## src/rtl/tcm_pkg.sv

```systemverilog
// Shared types and helpers for the TCM request bridge.
package tcm_pkg;

    localparam int TCM_DATA_WIDTH = 32;
    localparam int TCM_ADDR_WIDTH = 15;

    // One response as it sits in the response FIFO.
    typedef struct packed {
        logic [TCM_DATA_WIDTH-1:0] rdata;
        logic                      we;
        logic                      err;
    } tcm_rsp_t;

    // Word accesses only: the two low byte-address bits must be zero.
    function automatic logic is_aligned(input logic [TCM_ADDR_WIDTH-1:0] addr);
        return (addr[1:0] == 2'b00);
    endfunction

endpackage

```

## src/rtl/tcm_rsp_fifo.sv

```systemverilog
// In-order response FIFO with wrap-around pointers and an occupancy count.
// Simultaneous push and pop keep the count unchanged, including when full.
module tcm_rsp_fifo
    import tcm_pkg::*;
#(
    parameter  int DEPTH = 2,
    localparam int CNT_W = $clog2(DEPTH + 1)
) (
    input  logic             clk_i,
    input  logic             rst_ni,
    input  logic             push_i,
    input  tcm_rsp_t         push_data_i,
    input  logic             pop_i,
    output tcm_rsp_t         head_o,
    output logic [CNT_W-1:0] count_o,
    output logic             full_o,
    output logic             empty_o
);

    localparam int PTR_W = (DEPTH > 1) ? $clog2(DEPTH) : 1;

    logic [PTR_W-1:0] wr_ptr_q, wr_ptr_d;
    logic [PTR_W-1:0] rd_ptr_q, rd_ptr_d;
    logic [CNT_W-1:0] count_q, count_d;
    tcm_rsp_t         mem_q [DEPTH];
    logic             push_eff;
    logic             pop_eff;

    function automatic logic [PTR_W-1:0] ptr_inc(input logic [PTR_W-1:0] p);
        return (p == PTR_W'(DEPTH - 1)) ? '0 : p + PTR_W'(1);
    endfunction

    assign full_o   = (count_q == CNT_W'(DEPTH));
    assign empty_o  = (count_q == '0);
    assign count_o  = count_q;
    assign head_o   = mem_q[rd_ptr_q];
    // A pop on an empty FIFO is ignored; a push when full only lands if a pop frees the slot.
    assign pop_eff  = pop_i & ~empty_o;
    assign push_eff = push_i & (~full_o | pop_eff);

    // Pointer and count next-state.
    always_comb begin
        wr_ptr_d = wr_ptr_q;
        rd_ptr_d = rd_ptr_q;
        count_d  = count_q;
        if (push_eff) wr_ptr_d = ptr_inc(wr_ptr_q);
        if (pop_eff)  rd_ptr_d = ptr_inc(rd_ptr_q);
        case ({push_eff, pop_eff})
            2'b10:   count_d = count_q + CNT_W'(1);
            2'b01:   count_d = count_q - CNT_W'(1);
            default: count_d = count_q;
        endcase
    end

    // Pointer and count registers; reset empties the FIFO.
    always_ff @(posedge clk_i) begin
        if (!rst_ni) begin
            wr_ptr_q <= '0;
            rd_ptr_q <= '0;
            count_q  <= '0;
        end else begin
            wr_ptr_q <= wr_ptr_d;
            rd_ptr_q <= rd_ptr_d;
            count_q  <= count_d;
        end
    end

    // Payload storage; contents are don't-care while the slot is not occupied.
    always_ff @(posedge clk_i) begin
        if (push_eff) mem_q[wr_ptr_q] <= push_data_i;
    end

    // The upstream credit logic must never push into a full FIFO that is not draining.
    overflow_a: assert property (@(posedge clk_i) disable iff (!rst_ni)
                                 !(push_i && full_o && !pop_i));

endmodule

```

## src/rtl/tcm_req_bridge.sv

```systemverilog
// Bridge from a valid-ready request channel to a single-port TCM with
// one-cycle read latency, returning in-order responses through a FIFO.
module tcm_req_bridge
    import tcm_pkg::*;
#(
    parameter int DATA_WIDTH = TCM_DATA_WIDTH,
    parameter int ADDR_WIDTH = TCM_ADDR_WIDTH,
    parameter int RSP_DEPTH  = 2
) (
    input  logic                    clk_i,
    input  logic                    rst_ni,
    input  logic                    req_valid_i,
    output logic                    req_ready_o,
    input  logic [ADDR_WIDTH-1:0]   req_addr_i,
    input  logic                    req_we_i,
    input  logic [DATA_WIDTH/8-1:0] req_be_i,
    input  logic [DATA_WIDTH-1:0]   req_wdata_i,
    output logic                    rsp_valid_o,
    input  logic                    rsp_ready_i,
    output logic [DATA_WIDTH-1:0]   rsp_rdata_o,
    output logic                    rsp_we_o,
    output logic                    rsp_err_o,
    output logic                    tcm_en_o,
    output logic                    tcm_we_o,
    output logic [ADDR_WIDTH-1:0]   tcm_addr_o,
    output logic [DATA_WIDTH/8-1:0] tcm_be_o,
    output logic [DATA_WIDTH-1:0]   tcm_wdata_o,
    input  logic [DATA_WIDTH-1:0]   tcm_rdata_i
);

    localparam int CNT_W = $clog2(RSP_DEPTH + 1);
    localparam int OCC_W = CNT_W + 1;

    logic             fire;
    logic             aligned;
    logic             pop;
    logic [OCC_W-1:0] occupancy;

    logic             inflight_q, inflight_d;
    logic             infl_we_q, infl_we_d;
    logic             infl_err_q, infl_err_d;

    tcm_rsp_t         push_data;
    tcm_rsp_t         head;
    logic [CNT_W-1:0] fifo_count;
    logic             fifo_full;
    logic             fifo_empty;

    assign aligned = is_aligned(TCM_ADDR_WIDTH'(req_addr_i));
    assign pop     = rsp_valid_o & rsp_ready_i;

    // Credit check and zero-latency TCM drive; a slot freed by this cycle's pop is reusable now.
    always_comb begin
        occupancy   = OCC_W'(fifo_count) + OCC_W'(inflight_q) - OCC_W'(pop);
        req_ready_o = rst_ni & (occupancy < OCC_W'(RSP_DEPTH));
        fire        = req_valid_i & req_ready_o;
        tcm_en_o    = fire & aligned;
        tcm_we_o    = 1'b0;
        tcm_addr_o  = '0;
        tcm_be_o    = '0;
        tcm_wdata_o = '0;
        if (tcm_en_o) begin
            tcm_we_o    = req_we_i;
            tcm_addr_o  = req_addr_i;
            tcm_be_o    = req_be_i;
            tcm_wdata_o = req_wdata_i;
        end
    end

    // Inflight stage next-state: remembers what was issued so its response can be built next cycle.
    always_comb begin
        inflight_d = fire;
        infl_we_d  = infl_we_q;
        infl_err_d = infl_err_q;
        if (fire) begin
            infl_we_d  = req_we_i;
            infl_err_d = ~aligned;
        end
    end

    // Inflight stage register; reset drops any access still waiting for its response.
    always_ff @(posedge clk_i) begin
        if (!rst_ni) begin
            inflight_q <= 1'b0;
            infl_we_q  <= 1'b0;
            infl_err_q <= 1'b0;
        end else begin
            inflight_q <= inflight_d;
            infl_we_q  <= infl_we_d;
            infl_err_q <= infl_err_d;
        end
    end

    // Build the response one cycle after issue; TCM read data is only meaningful in this cycle.
    always_comb begin
        push_data.rdata = (!infl_we_q && !infl_err_q) ? tcm_rdata_i : '0;
        push_data.we    = infl_we_q;
        push_data.err   = infl_err_q;
    end

    tcm_rsp_fifo #(
        .DEPTH (RSP_DEPTH)
    ) u_rsp_fifo (
        .clk_i       (clk_i),
        .rst_ni      (rst_ni),
        .push_i      (inflight_q),
        .push_data_i (push_data),
        .pop_i       (pop),
        .head_o      (head),
        .count_o     (fifo_count),
        .full_o      (fifo_full),
        .empty_o     (fifo_empty)
    );

    // Response channel driven from the FIFO head, zeroed when nothing is valid.
    always_comb begin
        rsp_valid_o = ~fifo_empty;
        rsp_rdata_o = '0;
        rsp_we_o    = 1'b0;
        rsp_err_o   = 1'b0;
        if (rsp_valid_o) begin
            rsp_rdata_o = head.rdata;
            rsp_we_o    = head.we;
            rsp_err_o   = head.err;
        end
    end

endmodule

```

## config.mk

```make
export PLATFORM = sky130hd
export DESIGN_NAME = tcm_req_bridge
export DESIGN_NICKNAME = d
export VERILOG_FILES = /design/src/rtl/tcm_pkg.sv /design/src/rtl/tcm_rsp_fifo.sv /design/src/rtl/tcm_req_bridge.sv
export SDC_FILE = /design/constraint.sdc
export NUM_CORES = 1
export LEC_CHECK = 0
export CORE_UTILIZATION = 45
export DETAILED_ROUTE_END_ITERATION = 6
export PLACE_DENSITY = 0.86
export SLEW_MARGIN = 5
export SYNTH_ARGS = -nofsm -noshare
export SYNTH_HDL_FRONTEND = slang
export SYNTH_HIERARCHICAL = 1
export SYNTH_SLANG_ARGS = --single-unit
```

## constraint.sdc

```tcl
create_clock -name clk_i -period 6.8 [get_ports clk_i]
set_clock_uncertainty 0.05 [all_clocks]
set_input_delay 1.02 -clock clk_i [delete_from_list [all_inputs] [get_ports clk_i]]
set_output_delay 1.02 -clock clk_i [all_outputs]
set_load 0.005 [all_outputs]
```

== Word-level counts from Yosys, hierarchy flattened ==
Memories as Yosys holds them, arrays and structs flattened. A register that Yosys moved wholly into a read port is not among the register bits.
Cells that the tools add are included.

* Flip-flop bits (word level): 7
* Bits in latches: 0
* Memory bits (writable): 68
* Bits in read-only memories: 0
* Bits of input ports: 88
* Output and inout bits: 89
* Logic and storage cells: 48
* Memories: 1

* Add/sub/neg operators: 6
* $mul: 0
* Div/mod/pow operators: 0
* Magnitude comparators: 1
* Eq/ne operators: 3
* Shift operators: 0
* Muxes and demuxes: 15
* Bitwise operators: 10
* Reductions and logical operators: 6

{| class="wikitable"
|+ Memories
! memory !! words !! bits a word !! rd ports !! clocked after memory_dff !! write ports !! line !! source
|-
| u_rsp_fifo.mem_q || 2 || 34 || 1 || 1 || 1 || tcm_rsp_fifo.sv:25 || <nowiki>tcm_rsp_t mem_q [DEPTH];</nowiki>
|}

{| class="wikitable"
|+ Operator list
! cell !! count
|-
| 32-bit 2-to-1 mux || 3
|-
| 15-bit 2-to-1 mux || 1
|-
| 1-bit 2-to-1 mux || 9
|-
| 1-bit AND || 6
|-
| 2-bit == test, second input constant || 2
|-
| 2-bit logical NOT || 2
|-
| 4-bit 2-to-1 mux || 1
|-
| 2-bit one-hot mux with 2 select lines || 1
|-
| 2-bit by 1-bit adder with 3-bit output || 1
|-
| 3-bit by 2-bit < comparator with 1-bit output, second input constant || 1
|-
| 1-bit inverter || 3
|-
| 3-bit by 1-bit subtractor with 3-bit output || 1
|-
| 1-bit adder, second input constant || 2
|-
| 2-bit by 1-bit adder with 2-bit output, second input constant || 1
|-
| 2-bit by 1-bit == test with 1-bit output, second input constant || 1
|-
| 1-bit logical NOT || 2
|-
| 2-bit nonzero test || 1
|-
| 2-bit by 1-bit subtractor with 2-bit output, second input constant || 1
|-
| 1-bit logical AND || 1
|-
| 1-bit bitwise OR || 1
|}

== Logic depth before layout (Yosys ltp) ==
* Depth after elaboration: 9
* Gate-level depth with buffers: 9
* Gate-level depth less buffers: 8

== By module ==
Netlist, hierarchy kept.

{| class="wikitable"
|+ By module, submodules not included
! module !! instances !! cells an instance !! area an instance (um^2) !! sequential area each (um^2)
|-
| tcm_rsp_fifo || 1 || 136 || 2831.5 || 2142.1
|-
| tcm_req_bridge || 1 || 152 || 993.5 || 60.1
|}

== Worst setup path after synthesis ==
Ideal clock, no wire load.

* Path kind: input port to output port
* Start point: in rsp_ready_i
* End point: out tcm_addr_o[10]
* Arrival time: 3.049 ns
* Required time: 5.730 ns
* Setup slack: 2.681 ns
* Cell stages on the path: 8
* Buffers on the path: 1
* Cells stage by stage: nor2b_1 > ha_1 > nand2b_1 > fa_1 > xor2_1 > nor4_4 > buf_2 > and2_1

* Longest elaborated chain between the ends: 7

{| class="wikitable"
|+ RTL lines
! element !! line !! source
|-
| start: declaration || tcm_req_bridge.sv:19 || <nowiki>input logic rsp_ready_i,</nowiki>
|-
| 1-bit AND || tcm_req_bridge.sv:50 || <nowiki>assign pop = rsp_valid_o & rsp_ready_i;</nowiki>
|-
| 3-bit by 1-bit subtractor with 3-bit output || tcm_req_bridge.sv:54 || <nowiki>occupancy = OCC_W'(fifo_count) + OCC_W'(inflight_q) - OCC_W'(pop);</nowiki>
|-
| 3-bit by 2-bit < comparator with 1-bit output || tcm_req_bridge.sv:55 || <nowiki>req_ready_o = rst_ni & (occupancy < OCC_W'(RSP_DEPTH));</nowiki>
|-
| 1-bit AND || tcm_req_bridge.sv:55 ||
|-
| 1-bit AND || tcm_req_bridge.sv:56 || <nowiki>fire = req_valid_i & req_ready_o;</nowiki>
|-
| 1-bit AND || tcm_req_bridge.sv:57 || <nowiki>tcm_en_o = fire & aligned;</nowiki>
|-
| via tcm_en_o || tcm_req_bridge.sv:23 || <nowiki>output logic tcm_en_o,</nowiki>
|-
| 15-bit 2-to-1 mux || tcm_req_bridge.sv:62 || <nowiki>if (tcm_en_o) begin</nowiki>
|-
| end: declaration || tcm_req_bridge.sv:25 || <nowiki>output logic [ADDR_WIDTH-1:0] tcm_addr_o,</nowiki>
|}

The timed path passes the listed nets, and every way through them passes these cells.

== Worst setup path after layout ==
* Start point: in rsp_ready_i
* End point: out tcm_wdata_o[0]

* Longest elaborated chain between the ends: 7

{| class="wikitable"
|+ RTL lines
! element !! line !! source
|-
| 1-bit AND || tcm_req_bridge.sv:50 ||
|-
| via pop || tcm_req_bridge.sv:36 || <nowiki>logic pop;</nowiki>
|-
| 3-bit by 1-bit subtractor with 3-bit output || tcm_req_bridge.sv:54 ||
|-
| 3-bit by 2-bit < comparator with 1-bit output || tcm_req_bridge.sv:55 ||
|-
| 1-bit AND || tcm_req_bridge.sv:55 ||
|-
| 1-bit AND || tcm_req_bridge.sv:56 ||
|-
| 1-bit AND || tcm_req_bridge.sv:57 ||
|-
| 32-bit 2-to-1 mux || tcm_req_bridge.sv:62 ||
|-
| end: declaration || tcm_req_bridge.sv:27 || <nowiki>output logic [DATA_WIDTH-1:0] tcm_wdata_o,</nowiki>
|}

The timed path passes the listed nets, and every way through them passes these cells.

==> results.cfg <==
[clocking]
cts_buffers = 9
cts.path.max_buffers = 2
htreeDepth = 3
clock-sinks = 76
ctsHoldBuffers = 0
cts_setup_buffers = 0
post_cts_resized = 0
cts-root-buf = clkbuf_8
clk_pin_slew_ns = 0.07
cts_tree = yes
clock_latency_ns = 0.33

[grt]
antenna_found_initial = 0
grt_pass1_vias = 2850
grt_usage_pct = 21.24
gr-total-overflow = 0
grt_pass1_wl_um = 13630
grt_max_degree = 53

[timing]
fin_tns_setup_ns = 0
layout_min_cycle_time_ns = 5.399
hold_viol_final = 0
worst_slack_ns = 1.401
holdWs_ns = 0.4659
tightest_slew_ns = 1.098
slew_headroom_pct = 26.79
fmax_mhz = 185.2
setup_violations = 0
rsz0062_at_grt = no
period_share_pct = 79.40
slew_violations = 0

[synth]
syn_area_per_cell_um2 = 13.31
yosys_warnings = 6
postSynthCellCount = 287
syn_area_um2 = 3821

[layout]
drive_above_1_share_pct = 12.53
nets = 548
final_cell_mix = clkdlybuf4s50_1 (174), and2_1 (84), edfxtp_1 (68)
post-route-util_pct = 70.82
mostFrequentLayoutCell = clkdlybuf4s50_1
design_area_um2 = 5819
n_antenna_cell = 0
syn_to_final_growth_pct = 52.29

[power_and_ir_drop]
powerDensity_nw_per_um2 = 193.2
p_leak_uw = 0.002076
peakVddDrop_v = 0.0001097

[floorplanning]
fp.dieW_um = 94.15
die_y_um = 94.15
start_util_pct = 46.51
io_pins = 177
row_count = 33
core_area_um2 = 8217
dieArea_um2 = 8864

[critical_path]
cp_cell_sequence = clkdlybuf4s50_1 > nor2b_1 > ha_1 > nand2b_1 > fa_1 > nand3_1 > nor4_4 > buf_4 > and2_1 > clkdlybuf4s50_1
r2r_slack_ns = 3.68
rr_startpoint = u_rsp_fifo/count_o[1]$_SDFFE_PN0P_
crit_required_ns = 5.73
slowest_stage = clkdlybuf4s50_1
crit_type = in2out
critical_path_peak_fanout = 52
timing.rr.end = infl_err_q$_SDFFE_PN0P_
endpoint_kind = primary output
crit_buf_inv = 3
cp.arrival_ns = 4.33
critPathMaxStageDelay_ns = 0.58
cpMostUsedCell = clkdlybuf4s50_1
reg2reg_depth = 9
start_kind = input pin
crit_family = buffers and inverters

[route]
first_pass_iters = 4
top_layer_used = met4
post-route-drc-count = 0
ant_nets = 0
vias_per_cell = 4.808
drt_iter0_markers = 50
m1WireLength_um = 2961
dr_total_vias = 2731
wl_um = 8997
avgRoutedWirePerCell_um = 15.84
dr_wl_met2_um = 5037
wl_met3_um = 552

[run_status]
status = finished, final reports clean

[job]
cap_violations = 0

[placement]
gp_congestion = 0.8549
hpwlAfterDp_um = 6846
io_buffer_count = 174
postPlaceCellArea_um2 = 5627
pre_cts_ws_ns = 1.388

[hold_path]
min_to = u_rsp_fifo/wr_ptr_q$_SDFFE_PN0P_
hp-class = reg2reg
min_path_cells = 2
worstHoldStart = u_rsp_fifo/wr_ptr_q$_SDFFE_PN0P_
power by group:
part           switching, uW  total, uW  internal (uW)
combinational           87.4        233            145
clock                    157        326            169
sequential              14.5        565            551
total                    259       1120            865
final cells by class:
cell class | count | area [um^2]
Tap cell | 105 | 131.4
Sequential cell | 76 | 2203
Multi-Input combinational cell | 192 | 1524
Inverter | 3 | 11.26
Clock buffer | 10 | 127.6
Fill cell | 594 | 2397
Clock inverter | 6 | 65.06
Timing Repair Buffer | 176 | 1757
sequential cells by signal (all words and copies together), names as in the netlist, named ones only:
signal and flops:
u_rsp_fifo/mem_q 68, u_rsp_fifo/wr_ptr_q 1, u_rsp_fifo/rd_ptr_q 1, infl_we_q 1, u_rsp_fifo/count_o 2, infl_err_q 1
inflight_q 1
through the flow:
stage               cells  power (uW)
floorplan             288       683.0
global placement      552       802.3
detailed placement    552       811.5
CTS                   568        1137
global route          568        1171
finish                568        1124
worst max-delay path by stage:
stage / startpoint / endpoint / cells past startpoint
CTS: rsp_ready_i / tcm_wdata_o[31] / 10
detailed placement: rsp_ready_i / tcm_wdata_o[31] / 10
global route: rsp_ready_i / tcm_wdata_o[0] / 10
finish: rsp_ready_i / tcm_wdata_o[0] / 10
floorplan: rsp_ready_i / tcm_addr_o[10] / 8
global placement: rsp_ready_i / tcm_wdata_o[31] / 10
layer usage:
metal	track usage, %	vias to the layer above
li1	-	1310
met1	18.39	1274
met2	41.85	122
met3	5.340	25
met4	13.85	0
met5	0	-
worst register-to-register path, delay by kind of cell (launching register included):
kind	cells	cell delay, ns
AND/OR/NAND/NOR	6	1.19
buffers and inverters	1	0.36
flip-flops	1	0.58
adder cells (fa/ha/maj)	2	0.85
No activity file was read; power rests on OpenSTA's default activity.
